`src/rtl/collision_scorer.sv`:
```
// -----------------------------------------------------------------------------
// collision_scorer
//
// Sits downstream of the dino jump-height generator. Once per video frame it
// checks whether the obstacle overlaps the dino hitbox while the dino is too
// low to clear it. After HIT_FRAMES consecutive hit frames it declares a
// collision: it raises halt (freezing the jump generator and scroller) and
// pulses game_over. It also keeps a saturating 4-digit BCD score of obstacles
// cleared, and runs the press-then-release restart handshake that ends in a
// one-cycle game_reset pulse.
//
// Ports:
//   clk         system clock
//   reset       asynchronous, active-low reset
//   frame_tick  one-cycle pulse per video frame; game evaluation happens here
//   jumpaddr    dino height above ground (pixels)
//   obs_x       obstacle left edge column
//   obs_h       obstacle height above ground
//   obs_valid   obstacle present on screen
//   button      jump button, already synchronised to clk
//   halt        high while the game is frozen (HALTED / RELEASE)
//   game_over   one-cycle pulse when a collision is declared
//   game_reset  one-cycle pulse restarting the downstream game logic
//   score       four BCD digits, score[3:0] = units
// -----------------------------------------------------------------------------
module collision_scorer #(
  parameter int DINO_X_L   = 40,
  parameter int DINO_X_R   = 60,
  parameter int OBS_W      = 16,
  parameter int HIT_FRAMES = 2,
  parameter int X_W        = 10,
  parameter int Y_W        = 7
) (
  input  logic           clk,
  input  logic           reset,
  input  logic           frame_tick,
  input  logic [Y_W-1:0] jumpaddr,
  input  logic [X_W-1:0] obs_x,
  input  logic [Y_W-1:0] obs_h,
  input  logic           obs_valid,
  input  logic           button,
  output logic           halt,
  output logic           game_over,
  output logic           game_reset,
  output logic [15:0]    score
);

  localparam int CNT_W = (HIT_FRAMES < 2) ? 1 : $clog2(HIT_FRAMES + 1);

  // hit_cnt value on the tick that completes the required run of hit frames
  localparam logic [CNT_W-1:0] HIT_LAST  = CNT_W'(HIT_FRAMES - 1);
  localparam logic [X_W-1:0]   X_RIGHT   = X_W'(DINO_X_R);
  localparam logic [X_W:0]     X_LEFT    = (X_W + 1)'(DINO_X_L);
  localparam logic [X_W:0]     OBS_W_EXT = (X_W + 1)'(OBS_W);

  typedef enum logic [1:0] {
    RUN     = 2'd0,
    HALTED  = 2'd1,
    RELEASE = 2'd2
  } state_t;

  state_t           state_reg, state_next;
  logic [CNT_W-1:0] hit_cnt_reg, hit_cnt_next;
  logic             prev_ovl_reg, prev_ovl_next;
  logic [15:0]      score_reg, score_next;
  logic             game_over_reg, game_over_next;
  logic             game_reset_reg, game_reset_next;

  // ---------------------------------------------------------------------------
  // Frame evaluation terms
  // ---------------------------------------------------------------------------
  logic [X_W:0] obs_right_ext;
  logic         ovl;
  logic         low;
  logic         hit;
  logic         collide;
  logic         clear;
  logic         score_max;
  logic [15:0]  score_inc;

  // One extra bit so an obstacle near the right screen edge cannot wrap
  // around and look like it sits left of the dino.
  assign obs_right_ext = {1'b0, obs_x} + OBS_W_EXT;

  assign ovl     = obs_valid && (obs_x <= X_RIGHT) && (obs_right_ext > X_LEFT);
  assign low     = (jumpaddr < obs_h);
  assign hit     = ovl && low;
  assign collide = hit && (hit_cnt_reg == HIT_LAST);

  // An obstacle is cleared on the frame it stops overlapping, provided it is
  // still on screen; a collision on the same frame suppresses the point.
  assign clear     = prev_ovl_reg && !ovl && obs_valid && !collide;
  assign score_max = (score_reg == 16'h9999);

  // ---------------------------------------------------------------------------
  // BCD +1 with ripple carry between digits
  // ---------------------------------------------------------------------------
  logic [3:0] carry;
  assign carry[0] = 1'b1;

  genvar gi;
  generate
    for (gi = 0; gi < 4; gi++) begin : g_bcd
      logic [3:0] digit;
      assign digit = score_reg[4*gi +: 4];

      assign score_inc[4*gi +: 4] = !carry[gi]      ? digit :
                                    (digit == 4'd9) ? 4'd0  :
                                                      digit + 4'd1;
      if (gi < 3) begin : g_carry
        assign carry[gi+1] = carry[gi] && (digit == 4'd9);
      end
    end
  endgenerate

  // ---------------------------------------------------------------------------
  // Next-state / next-output logic
  // ---------------------------------------------------------------------------
  always_comb begin
    state_next      = state_reg;
    hit_cnt_next    = hit_cnt_reg;
    prev_ovl_next   = prev_ovl_reg;
    score_next      = score_reg;
    game_over_next  = 1'b0;
    game_reset_next = 1'b0;

    case (state_reg)
      RUN: begin
        if (frame_tick) begin
          prev_ovl_next = ovl;
          if (collide) begin
            state_next     = HALTED;
            hit_cnt_next   = '0;
            game_over_next = 1'b1;
          end else if (hit) begin
            hit_cnt_next = hit_cnt_reg + CNT_W'(1);
          end else begin
            hit_cnt_next = '0;
          end
          if (clear && !score_max) begin
            score_next = score_inc;
          end
        end
      end

      HALTED: begin
        if (button) begin
          state_next = RELEASE;
        end
      end

      RELEASE: begin
        // Restart only after the button is let go, so the press that
        // acknowledged game over cannot also start the next game.
        if (!button) begin
          state_next      = RUN;
          game_reset_next = 1'b1;
          score_next      = '0;
          hit_cnt_next    = '0;
          prev_ovl_next   = 1'b0;
        end
      end

      default: begin
        state_next = RUN;
      end
    endcase
  end

  // ---------------------------------------------------------------------------
  // Registers
  // ---------------------------------------------------------------------------
  always_ff @(posedge clk or negedge reset) begin
    if (!reset) begin
      state_reg      <= RUN;
      hit_cnt_reg    <= '0;
      prev_ovl_reg   <= 1'b0;
      score_reg      <= '0;
      game_over_reg  <= 1'b0;
      game_reset_reg <= 1'b0;
    end else begin
      state_reg      <= state_next;
      hit_cnt_reg    <= hit_cnt_next;
      prev_ovl_reg   <= prev_ovl_next;
      score_reg      <= score_next;
      game_over_reg  <= game_over_next;
      game_reset_reg <= game_reset_next;
    end
  end

  // halt follows the state register directly, so it drops in the same cycle
  // that game_reset is high.
  assign halt       = (state_reg != RUN);
  assign game_over  = game_over_reg;
  assign game_reset = game_reset_reg;
  assign score      = score_reg;

endmodule
```
`config.mk`:
```
export PLATFORM = sky130hd
export DESIGN_NAME = collision_scorer
export DESIGN_NICKNAME = d
export VERILOG_FILES = /design/src/rtl/collision_scorer.sv
export SDC_FILE = /design/constraint.sdc
export NUM_CORES = 1
export LEC_CHECK = 0
export BUFFER_PORTS_ARGS = -buffer_cell sky130_fd_sc_hd__buf_2
export CAP_MARGIN = 10
export CORE_UTILIZATION = 54
export CTS_CLUSTER_SIZE = 28
export DETAILED_ROUTE_END_ITERATION = 8
export PLACE_DENSITY = 0.8
export SLEW_MARGIN = 10
export SYNTH_ARGS = -nofsm -noshare
export SYNTH_HDL_FRONTEND = slang
export SYNTH_SLANG_ARGS = --single-unit
```
`constraint.sdc`:
```
create_clock -name clk -period 4.9 [get_ports clk]
set_input_delay 0.735 -clock clk [delete_from_list [all_inputs] [get_ports clk]]
set_output_delay 0.735 -clock clk [all_outputs]
set_load 0.05 [all_outputs]
```
# After elaboration in Yosys (flattened, before gate mapping)
# Index checks and enable logic that the tools add are counted.
[word_totals]
reg_bits = 23
elab_cells = 84
out_inout_bits = 19
[classes]
eq_ne = 16
order_cmp = 3
muxes = 28
reduce_logical = 22
addsub = 6
[op_table]
columns = ["op", "n"]
rows = [
  ["$mux 16", 3],
  ["$pmux 16 s2", 1],
  ["$mux 4", 7],
  ["$add 4x1->4 const B", 4],
  ["$eq 16x16->1 const B", 1],
  ["$eq 4x4->1 const B", 4],
  ["$ne 2x2->1 const B", 8],
  ["$reduce_and 5->1", 3],
  ["$mux 2", 7],
  ["$add 10x5->11 const B", 1],
  ["$gt 11x6->1 const B", 1],
  ["$le 10x6->1 const B", 1],
  ["$logic_and 1x1->1", 10],
  ["$reduce_and 4->1", 2],
  ["$lt 7x7->1", 1],
  ["$mux 1", 7],
  ["$pmux 2 s3", 1],
  ["$eq 2x1->1 const B", 2],
  ["$pmux 2 s2", 1],
  ["$reduce_bool 2->1", 2],
  ["$logic_not 1->1", 3],
  ["$reduce_and 3->1", 1],
  ["$add 2x1->2 const B", 1],
  ["$eq 2x2->1 const B", 1],
  ["2 further kinds", 2],
]

# Depth between registers and ports, before layout
# Gate-level depths: netlist of run 1.
[depth]
depth_word = 11
ltp_mapped = 9

# Least setup slack after synthesis of run 1
# No wires, ideal clock.
[synth_path]
path_type = "in2reg"
from = "input port obs_x[4]"
to = "register score_reg[15], in the netlist score[15]"
path_buffers = 1
t_required_ns = 4.804
path_slack_ns = 2.531
t_arrival_ns = 2.273
path_stages = 8
setup_ns = 0.096
cell_sequence = "ha_1 nand4bb_1 o31a_1 o2111ai_1 buf_2 nand3_1 or2_1 o31ai_1"
[synth_via]
elab_chain_cells = 10
elab_cells_between_ends = 15
classes_between = "add/sub: 1; order compare: 2; eq/ne: 1; reduce/logical: 11"
[synth_lines]
columns = ["item", "line_no", "source"]
rows = [
  ["from (decl)", "38", "input logic [X_W-1:0] obs_x,"],
  ["$add 10x5->11 or $le 10x6->1 (tied branches)", "83, 85", ""],
  ["$gt 11x6->1 or $logic_and 1x1->1 (tied branches)", "85", "assign ovl = obs_valid && (obs_x <= X_RIGHT) && (obs_right_ext > X_LEFT);"],
  ["$logic_and 1x1->1 *", "85", ""],
  ["$logic_not 1->1 or $logic_and 1x1->1 (tied branches)", "92, 87", ""],
  ["$logic_and 1x1->1 (on tied branches)", "92, 88", ""],
  ["$logic_and 1x1->1 or $logic_not 1->1 (tied branches)", "92", "assign clear = prev_ovl_reg && !ovl && obs_valid && !collide;"],
  ["$logic_and 1x1->1 *", "92", ""],
  ["$logic_and 1x1->1 *", "140", "if (clear && !score_max) begin"],
  ["$ne 2x2->1 (no source line) *", "n/a", ""],
  ["$reduce_and 5->1 (no source line) *", "n/a", ""],
  ["to (signal assigned)", "185", "score_reg <= score_next;"],
  ["to (decl)", "65", "logic [15:0] score_reg, score_next;"],
]
# Mark *: on every way between the ends. The rest lies on a longest branch, timed or not.
# A chain may end at the register's enable or synchronous reset.

# Worst setup path in the final report of run 1
[layout_path]
from = "input port obs_x[5]"
to = "register score_reg[3], in the netlist score[3]"
[layout_via]
elab_chain_cells = 10
elab_cells_between_ends = 15
classes_between = "add/sub: 1; order compare: 2; eq/ne: 1; reduce/logical: 11"
[layout_lines]
columns = ["item", "line_no"]
rows = [
  ["$add 10x5->11 or $le 10x6->1 (tied branches)", "83, 85"],
  ["$gt 11x6->1 or $logic_and 1x1->1 (tied branches)", "85"],
  ["$logic_and 1x1->1 *", "85"],
  ["$logic_not 1->1 or $logic_and 1x1->1 (tied branches)", "92, 87"],
  ["$logic_and 1x1->1 (on tied branches)", "92, 88"],
  ["$logic_and 1x1->1 or $logic_not 1->1 (tied branches)", "92"],
  ["$logic_and 1x1->1 *", "92"],
  ["$logic_and 1x1->1 *", "140"],
  ["$ne 2x2->1 (no source line) *", "n/a"],
  ["$reduce_and 4->1 (no source line) *", "n/a"],
]
# Marked as above.

==> impl_table.tex, run 1 <==
\begin{tabular}{lr}
\hline
Metric & Value \\
\hline
\multicolumn{2}{l}{\textbf{Status}} \\
\quad Outcome & finished clean \\
\multicolumn{2}{l}{\textbf{STA}} \\
\quad Final setup violation count & 0 \\
\quad Post-route minimum period & between 2000 and 3000 ps \\
\quad Fmax achieved & approximately 0.39 GHz \\
\quad Worst-Margin Slew & just under 1000 ps \\
\quad Final sum of negative setup slack & 0 ps \\
\quad Endpoints failing hold & 0 \\
\quad Clock skew & slightly below 5 ps \\
\quad Worst slew slack as a fraction of its limit & 35.5\% \\
\quad Count of final max-slew check failures & 0 \\
\quad RSZ-0062 raised after global routing & false \\
\quad Share of the clock period used by the worst path & a little over half \\
\multicolumn{2}{l}{\textbf{Worst setup path}} \\
\quad Worst setup startpoint & obs\_x[5] \\
\quad R2R Path End & score[3]\$\_DFFE\_PN0P\_ \\
\quad Crit path arrival time & between 2000 and 3000 ps \\
\quad Reg2Reg Depth & 7 \\
\quad Endpoint class of the critical path & flip-flop \\
\quad Start-to-end type of the worst setup path & in -> reg \\
\quad Type of element launching the critical path & input port \\
\quad Largest fanout on the critical path & 12 \\
\quad R2r setup slk & 2570 ps \\
\quad Critical R2R Launch & score[0]\$\_DFFE\_PN0P\_ \\
\quad CP Capture Point & score[3]\$\_DFFE\_PN0P\_ \\
\quad Required time of the critical path & $\sim$5200 ps \\
\multicolumn{2}{l}{\textbf{Power and ir drop}} \\
\quad Worst voltage drop across the vdd grid & approximately 0.21 mV \\
\quad Power density of the placed cells & about 230 mW/mm2 \\
\quad Static Leakage & approximately 0.93 nW \\
\quad Total Power & 412 uW \\
\multicolumn{2}{l}{\textbf{Final layout}} \\
\quad Share of final-layout standard cells stronger than drive strength 1 & a little over a quarter \\
\quad Max FFs per register & 16 \\
\quad Final-stage net count & around 260 \\
\quad Area growth, synth to finish & 19.5\% \\
\quad Number of inserted diodes & 0 \\
\multicolumn{2}{l}{\textbf{Logic synthesis}} \\
\quad Synth top cells by count & sky130\_fd\_sc\_hd\_\_dfrtp\_1, sky130\_fd\_sc\_hd\_\_nand2\_1, sky130\_fd\_sc\_hd\_\_ha\_1, sky130\_fd\_sc\_hd\_\_inv\_1 \\
\quad Top cell type's share of synthesized area & about two fifths \\
\quad Dominant cell by count in the synthesized netlist & sky130\_fd\_sc\_hd\_\_dfrtp\_1 \\
\quad Ranking of synthesized cells by area & sky130\_fd\_sc\_hd\_\_dfrtp\_1, sky130\_fd\_sc\_hd\_\_ha\_1, sky130\_fd\_sc\_hd\_\_nand2\_1 \\
\quad Cell area after technology mapping & between 0.0015 and 0.002 mm2 \\
\quad Synthesized Nets & between 200 and 250 \\
\quad Share of async-settable or async-resettable flops after synthesis & 100\% \\
\quad Gate Count Post-Synth & approximately 170 \\
\quad Flip-flop and latch count after synthesis & 23 \\
\quad Library cells used by synthesis & 36 \\
\quad Cell type with the largest total area after synthesis & sky130\_fd\_sc\_hd\_\_dfrtp\_1 \\
\quad Avg Synthesized Cell Area & around 9.1 um2 \\
\quad Sequential area share after synthesis & between 30\% and 40\% \\
\quad Count of yosys warnings during synthesis & 0 \\
\quad Number of enable flip-flop cells after synthesis & 0 \\
\quad Flip-flop cell with the highest count after synthesis & sky130\_fd\_sc\_hd\_\_dfrtp\_1 \\
\multicolumn{2}{l}{\textbf{Global route}} \\
\quad GRT Max-Usage Layer & met2 \\
\quad GRT Util Overall & about 24\% \\
\quad First-pass GRT wire length & 5180 um \\
\quad Antenna violations before repair & 0 \\
\quad Routing usage on met3 & under 10\% \\
\quad Met1 usage & around 28\% \\
\quad GR Overflow Total & 0 \\
\quad Pin count of the biggest net entering global routing & 24 \\
\quad Number of global-route vias before repair & around 1300 \\
\quad Global routing usage on met2 & between 40 and 50\% \\
\multicolumn{2}{l}{\textbf{Placement}} \\
\quad Count of buffers from port buffering & 47 \\
\quad Final weighted congestion in routability-driven placement & 0.793 \\
\quad Sum of net half-perimeters after detailed placement & approximately 2700 um \\
\multicolumn{2}{l}{\textbf{Clocking}} \\
\quad Clock-pin slew of the registers on the worst-case setup and hold paths & between 100 and 150 ps \\
\quad Clock buffer depth & 2 \\
\quad Cts bufs inserted & 3 \\
\quad Clock Latency Late Sink & 310 ps \\
\quad Buffers inserted during post-CTS setup optimization & 0 \\
\quad TritonCTS clock tree & yes \\
\quad \# hold bufs at CTS & 0 \\
\quad Quantity of gates resized following cts & 0 \\
\quad \# clock sinks & 23 \\
\quad Number of H-tree levels & 1 \\
\quad Root buffer cell & sky130\_fd\_sc\_hd\_\_clkbuf\_4 \\
\multicolumn{2}{l}{\textbf{Route}} \\
\quad Drt wl/cell & $\sim$13 um \\
\quad First DRT Iteration DRCs & 31 \\
\quad Antenna violation net count after detailed routing & 0 \\
\quad Final wirelength & between 3000 and 4000 um \\
\quad Total DRC errors in the routed layout & 0 \\
\quad Routed via count divided by cell count & between 5 and 6 \\
\quad Total number of vias & 1413 \\
\quad Number of detailed-route iterations in the first pass & 4 \\
\multicolumn{2}{l}{\textbf{Job}} \\
\quad Max-cap check violation count & 0 \\
\multicolumn{2}{l}{\textbf{Floorplan}} \\
\quad Die height & about 55 um \\
\quad Die area & about 0.0030 mm2 \\
\quad Die width & approximately 55 um \\
\quad Boundary pin count & 48 \\
\quad Number of cell rows & 18 \\
\quad Standard cell core area & roughly 0.0026 mm2 \\
\quad Initial standard-cell utilization of the core & 58.8\% \\
\multicolumn{2}{l}{\textbf{Worst hold path}} \\
\quad Type of the most critical hold path & in -> async \\
\hline
\end{tabular}
layer usage:
metal | vias to the layer above | wire length [um]
met3 | 4 | 194
li1 | 702 | -
met2 | 63 | 1700
met1 | 644 | 1390
met4 | 0 | 29
met5 | - | 0
critical path, stage by stage:
cell,delay (ps)
sky130_fd_sc_hd__buf_2,90
sky130_fd_sc_hd__inv_1,40
sky130_fd_sc_hd__ha_1,260
sky130_fd_sc_hd__a21oi_1,40
sky130_fd_sc_hd__o2111ai_1,780
sky130_fd_sc_hd__a21oi_2,230
sky130_fd_sc_hd__or4_1,570
sky130_fd_sc_hd__nand3_1,100
cell usage in the layout, fill, tap and decap left out, types with 7 or more instances in the layout:
cell | Yosys | routed
sky130_fd_sc_hd__ha_1 | 17 | 17
sky130_fd_sc_hd__nand3_1 | 8 | 8
sky130_fd_sc_hd__o31ai_1 | 9 | 9
sky130_fd_sc_hd__o21ai_0 | 7 | 7
sky130_fd_sc_hd__dfrtp_1 | 23 | 23
sky130_fd_sc_hd__inv_1 | 15 | 15
sky130_fd_sc_hd__o21ai_1 | 9 | 9
sky130_fd_sc_hd__nand2_1 | 19 | 19
sky130_fd_sc_hd__nand2b_1 | 7 | 7
sky130_fd_sc_hd__buf_2 | 1 | 47
layout make-up:
| type | count | area (um2) |
|---|---|---|
| well taps | 30 | 37.5 |
| clock buffers | 3 | 22.5 |
| clock inverters | 1 | 7.51 |
| repair buffers | 47 | 235 |
| inverters | 18 | 67.6 |
| multi-input cells | 123 | 857 |
| flip-flops and latches | 23 | 576 |
| fillers | 219 | 764 |
kinds of logic after synthesis:
kind of cell,share of synthesized area (%)
AND/OR/NAND/NOR,23.4
AO/OA/AOI/OAI,18.7
flip-flops,38.1
buffers and inverters,5.06
adder cells (fa/ha/maj),14.1
multiplexers,0.663
worst min path at each step:
| stage | from | to |
|---|---|---|
| 5_1_grt | reset | score[4]$_DFFE_PN0P_ |
| 3_3_place_gp | prev_ovl_reg$_DFFE_PN0P_ | prev_ovl_reg$_DFFE_PN0P_ |
| 2_1_floorplan | reset | game_over$_DFF_PN0_ |
| 3_5_place_dp | hit_cnt_reg[1]$_DFFE_PN0P_ | hit_cnt_reg[1]$_DFFE_PN0P_ |
| 6_report | reset | score[4]$_DFFE_PN0P_ |
| 4_1_cts | reset | score[4]$_DFFE_PN0P_ |
through the flow:
step / std cells / worst slack (ps) / util [%] / instance area, um2 / hold WS, ps
after floorplan: 166 / 2530 / - / 1510 / 439
after global placement: 241 / 2130 / 69.1 / 1770 / 469
after detailed placement: 241 / 2010 / 69.1 / 1770 / 476
after CTS: 245 / 2350 / 70.2 / 1800 / 365
after global routing: 245 / 2180 / 70.2 / 1800 / 383
final: 245 / 2330 / 70.2 / 1800 / 362
power by group:
group          total (mW)  leakage [nW]  internal, mW  switching (mW)
Clock              0.0917        0.0139        0.0311          0.0606
Combinational       0.107         0.610        0.0364          0.0710
Sequential          0.213         0.305         0.199          0.0142
Total               0.412         0.928         0.267           0.146
Power figures use the tool's default switching activity.
==> run 2: changes to the inputs <==
--- a/config.mk
+++ b/config.mk
@@ -7,10 +7,10 @@
 export LEC_CHECK = 0
 export BUFFER_PORTS_ARGS = -buffer_cell sky130_fd_sc_hd__buf_2
 export CAP_MARGIN = 10
-export CORE_UTILIZATION = 54
+export CORE_UTILIZATION = 46
 export CTS_CLUSTER_SIZE = 28
 export DETAILED_ROUTE_END_ITERATION = 8
-export PLACE_DENSITY = 0.8
+export PLACE_DENSITY = 0.72
 export SLEW_MARGIN = 10
 export SYNTH_ARGS = -nofsm -noshare
 export SYNTH_HDL_FRONTEND = slang
==> constraint.sdc (replaced) <==
create_clock -name clk -period 2.2 [get_ports clk]
set_input_delay 0.33 -clock clk [delete_from_list [all_inputs] [get_ports clk]]
set_output_delay 0.33 -clock clk [all_outputs]
set_load 0.05 [all_outputs]
==> impl_table.tex, run 2 (synthesis gave the netlist of run 1 again) <==
\begin{tabular}{lr}
\hline
Metric & Value \\
\hline
\multicolumn{2}{l}{\textbf{Power and ir drop}} \\
\quad Static Leakage & 0.976 nW \\
\quad Power density of the placed cells & slightly below 500 mW/mm2 \\
\quad Worst voltage drop across the vdd grid & $\sim$0.35 mV \\
\multicolumn{2}{l}{\textbf{Clocking}} \\
\quad Clock-pin slew of the registers on the worst-case setup and hold paths & between 100 and 150 ps \\
\quad Root buffer cell & sky130\_fd\_sc\_hd\_\_clkbuf\_4 \\
\quad \# clock sinks & 23 \\
\quad Number of H-tree levels & 1 \\
\quad TritonCTS clock tree & yes \\
\quad Clock Latency Late Sink & between 300 and 400 ps \\
\quad Clock buffer depth & 2 \\
\quad Cts bufs inserted & 3 \\
\multicolumn{2}{l}{\textbf{Route}} \\
\quad Final wirelength & between 3000 and 4000 um \\
\quad Antenna violation net count after detailed routing & 0 \\
\quad Total DRC errors in the routed layout & 0 \\
\quad Routed via count divided by cell count & between 5 and 6 \\
\quad Drt wl/cell & 12.5 um \\
\quad Total number of vias & 1441 \\
\quad Number of detailed-route iterations in the first pass & 4 \\
\quad First DRT Iteration DRCs & 51 \\
\multicolumn{2}{l}{\textbf{STA}} \\
\quad Count of final max-slew check failures & 0 \\
\quad Fmax achieved & 0.491 GHz \\
\quad Worst-Margin Slew & roughly 510 ps \\
\quad Share of the clock period used by the worst path & between 90\% and 100\% \\
\quad Post-route minimum period & around 2000 ps \\
\quad Clock skew & between 0.7 and 0.8 ps \\
\quad RSZ-0062 raised after global routing & false \\
\quad Final setup violation count & 0 \\
\quad Endpoints failing hold & 0 \\
\quad Final sum of negative setup slack & 0 ps \\
\quad Worst slew slack as a fraction of its limit & around 66\% \\
\multicolumn{2}{l}{\textbf{Placement}} \\
\quad Count of buffers from port buffering & 47 \\
\quad Sum of net half-perimeters after detailed placement & 2700 um \\
\quad Cells after DPL & about 260 \\
\quad Final weighted congestion in routability-driven placement & between 0.8 and 0.9 \\
\multicolumn{2}{l}{\textbf{Floorplan}} \\
\quad Die width & 59.3 um \\
\quad Number of cell rows & 20 \\
\quad Initial standard-cell utilization of the core & 49.0\% \\
\quad Standard cell core area & roughly 0.0031 mm2 \\
\quad Die height & 59.3 um \\
\quad Die area & around 0.0035 mm2 \\
\quad Boundary pin count & 48 \\
\multicolumn{2}{l}{\textbf{Global route}} \\
\quad Pin count of the biggest net entering global routing & 24 \\
\quad GRT Util Overall & a little over 20\% \\
\quad Antenna violations before repair & 0 \\
\quad First-pass GRT wire length & 5580 um \\
\quad Number of global-route vias before repair & approximately 1400 \\
\quad GR Overflow Total & 0 \\
\multicolumn{2}{l}{\textbf{Worst hold path}} \\
\quad Type of the most critical hold path & in -> reg \\
\quad Worst hold start & button \\
\multicolumn{2}{l}{\textbf{Worst setup path}} \\
\quad Largest fanout on the critical path & 6 \\
\quad Worst setup startpoint & score[5]\$\_DFFE\_PN0P\_ \\
\quad Endpoint class of the critical path & flip-flop \\
\quad Start-to-end type of the worst setup path & reg -> reg \\
\quad Required time of the critical path & about 2500 ps \\
\quad Crit path arrival time & 2290 ps \\
\quad Critical R2R Launch & score[5]\$\_DFFE\_PN0P\_ \\
\quad Type of element launching the critical path & flip-flop \\
\multicolumn{2}{l}{\textbf{Final layout}} \\
\quad Share of final-layout standard cells stronger than drive strength 1 & 33.9\% \\
\quad Count of filler cells inserted in the layout & 284 \\
\quad Commonest non-fill, non-tap cells in the layout & sky130\_fd\_sc\_hd\_\_buf\_2, sky130\_fd\_sc\_hd\_\_nand2\_1, sky130\_fd\_sc\_hd\_\_ha\_1 \\
\quad Post-layout utilization of the core & around 63\% \\
\quad Final std cells w/o fill & approximately 270 \\
\quad Most common cell after layout, fill and taps aside & sky130\_fd\_sc\_hd\_\_buf\_2 \\
\quad Max FFs per register & 16 \\
\quad Number of inserted diodes & 0 \\
\quad Final-stage net count & 274 \\
\quad Area growth, synth to finish & 28.5\% \\
\multicolumn{2}{l}{\textbf{Job}} \\
\quad Max-cap check violation count & 0 \\
\multicolumn{2}{l}{\textbf{Status}} \\
\quad Outcome & finished clean \\
\hline
\end{tabular}
==> run 2: worst max-delay path, cell delays in order, from the launching register on <==
cell and delay (ps):
sky130_fd_sc_hd__dfrtp_2 460, sky130_fd_sc_hd__inv_1 60, sky130_fd_sc_hd__ha_1 130, sky130_fd_sc_hd__nand3b_1 150
sky130_fd_sc_hd__buf_4 180, sky130_fd_sc_hd__o21ai_0 260, sky130_fd_sc_hd__nand3_2 170, sky130_fd_sc_hd__or4_1 480
sky130_fd_sc_hd__o21ai_1 80
==> run 2: metrics by stage <==
stage	hold WS (ps)	setup slack [ps]	total power [mW]	cell area, um2
detailed placement	337	-4.32	0.730	1870
global route	217	13.0	1.00	1940
floorplan	34.4	9.17	0.644	1530
finish	190	163	0.943	1940
global placement	331	94.1	0.717	1870
CTS	183	38.7	0.934	1900
==> run 2: where the power goes <==
| group | internal [mW] | switching [mW] | leakage, nW |
|---|---|---|---|
| registers | 0.447 | 0.0275 | 0.294 |
| logic | 0.0985 | 0.166 | 0.668 |
| clock network | 0.0710 | 0.133 | 0.0150 |
| total | 0.617 | 0.326 | 0.976 |
==> run 2: what timing repair did <==
action / 4_1_cts / 5_1_grt
buffers inserted: 0 / 3
gates resized for setup: 0 / 3
hold endpoints to repair: 23 / 0
endpoints found under the setup margin: 0 / 3
hold buffers: 1 / 0
==> run 2: area by class of cell <==
cell class	instances	area, um2	area share, %
repair buffers	59	332	17.1
flip-flops and latches	23	586	30.2
clock buffers	4	26.3	1.35
multi-input cells	123	873	45.0
inverters	18	67.6	3.48
well taps	44	55.1	2.84
==> run 2: routing by layer <==
metal | wire length (um) | vias to the layer above | GRT usage, %
met2 | 1640 | 43 | 35.0
met3 | 171 | 8 | 3.49
li1 | - | 725 | -
met4 | 57 | 0 | 8.84
met5 | 0 | - | 0
met1 | 1510 | 665 | 26.0
==> run 2: path summary, 6_finish.rpt <==
| kind | end | slack (ps) | depth (start not counted) |
|---|---|---|---|
| min in group asynchronous | score[2]$_DFFE_PN0P_ | 500 | 2 |
| worst max register to register | score[10]$_DFFE_PN0P_ | 160 | 8 |
| worst min-delay path | state_reg[0]$_DFFE_PN0P_ | 190 | 2 |
| worst max-delay path | score[10]$_DFFE_PN0P_ | 160 | 8 |
| max in group asynchronous | score[13]$_DFFE_PN0P_ | 1330 | 2 |
| worst min register to register | hit_cnt_reg[0]$_DFFE_PN0P_ | 500 | 1 |
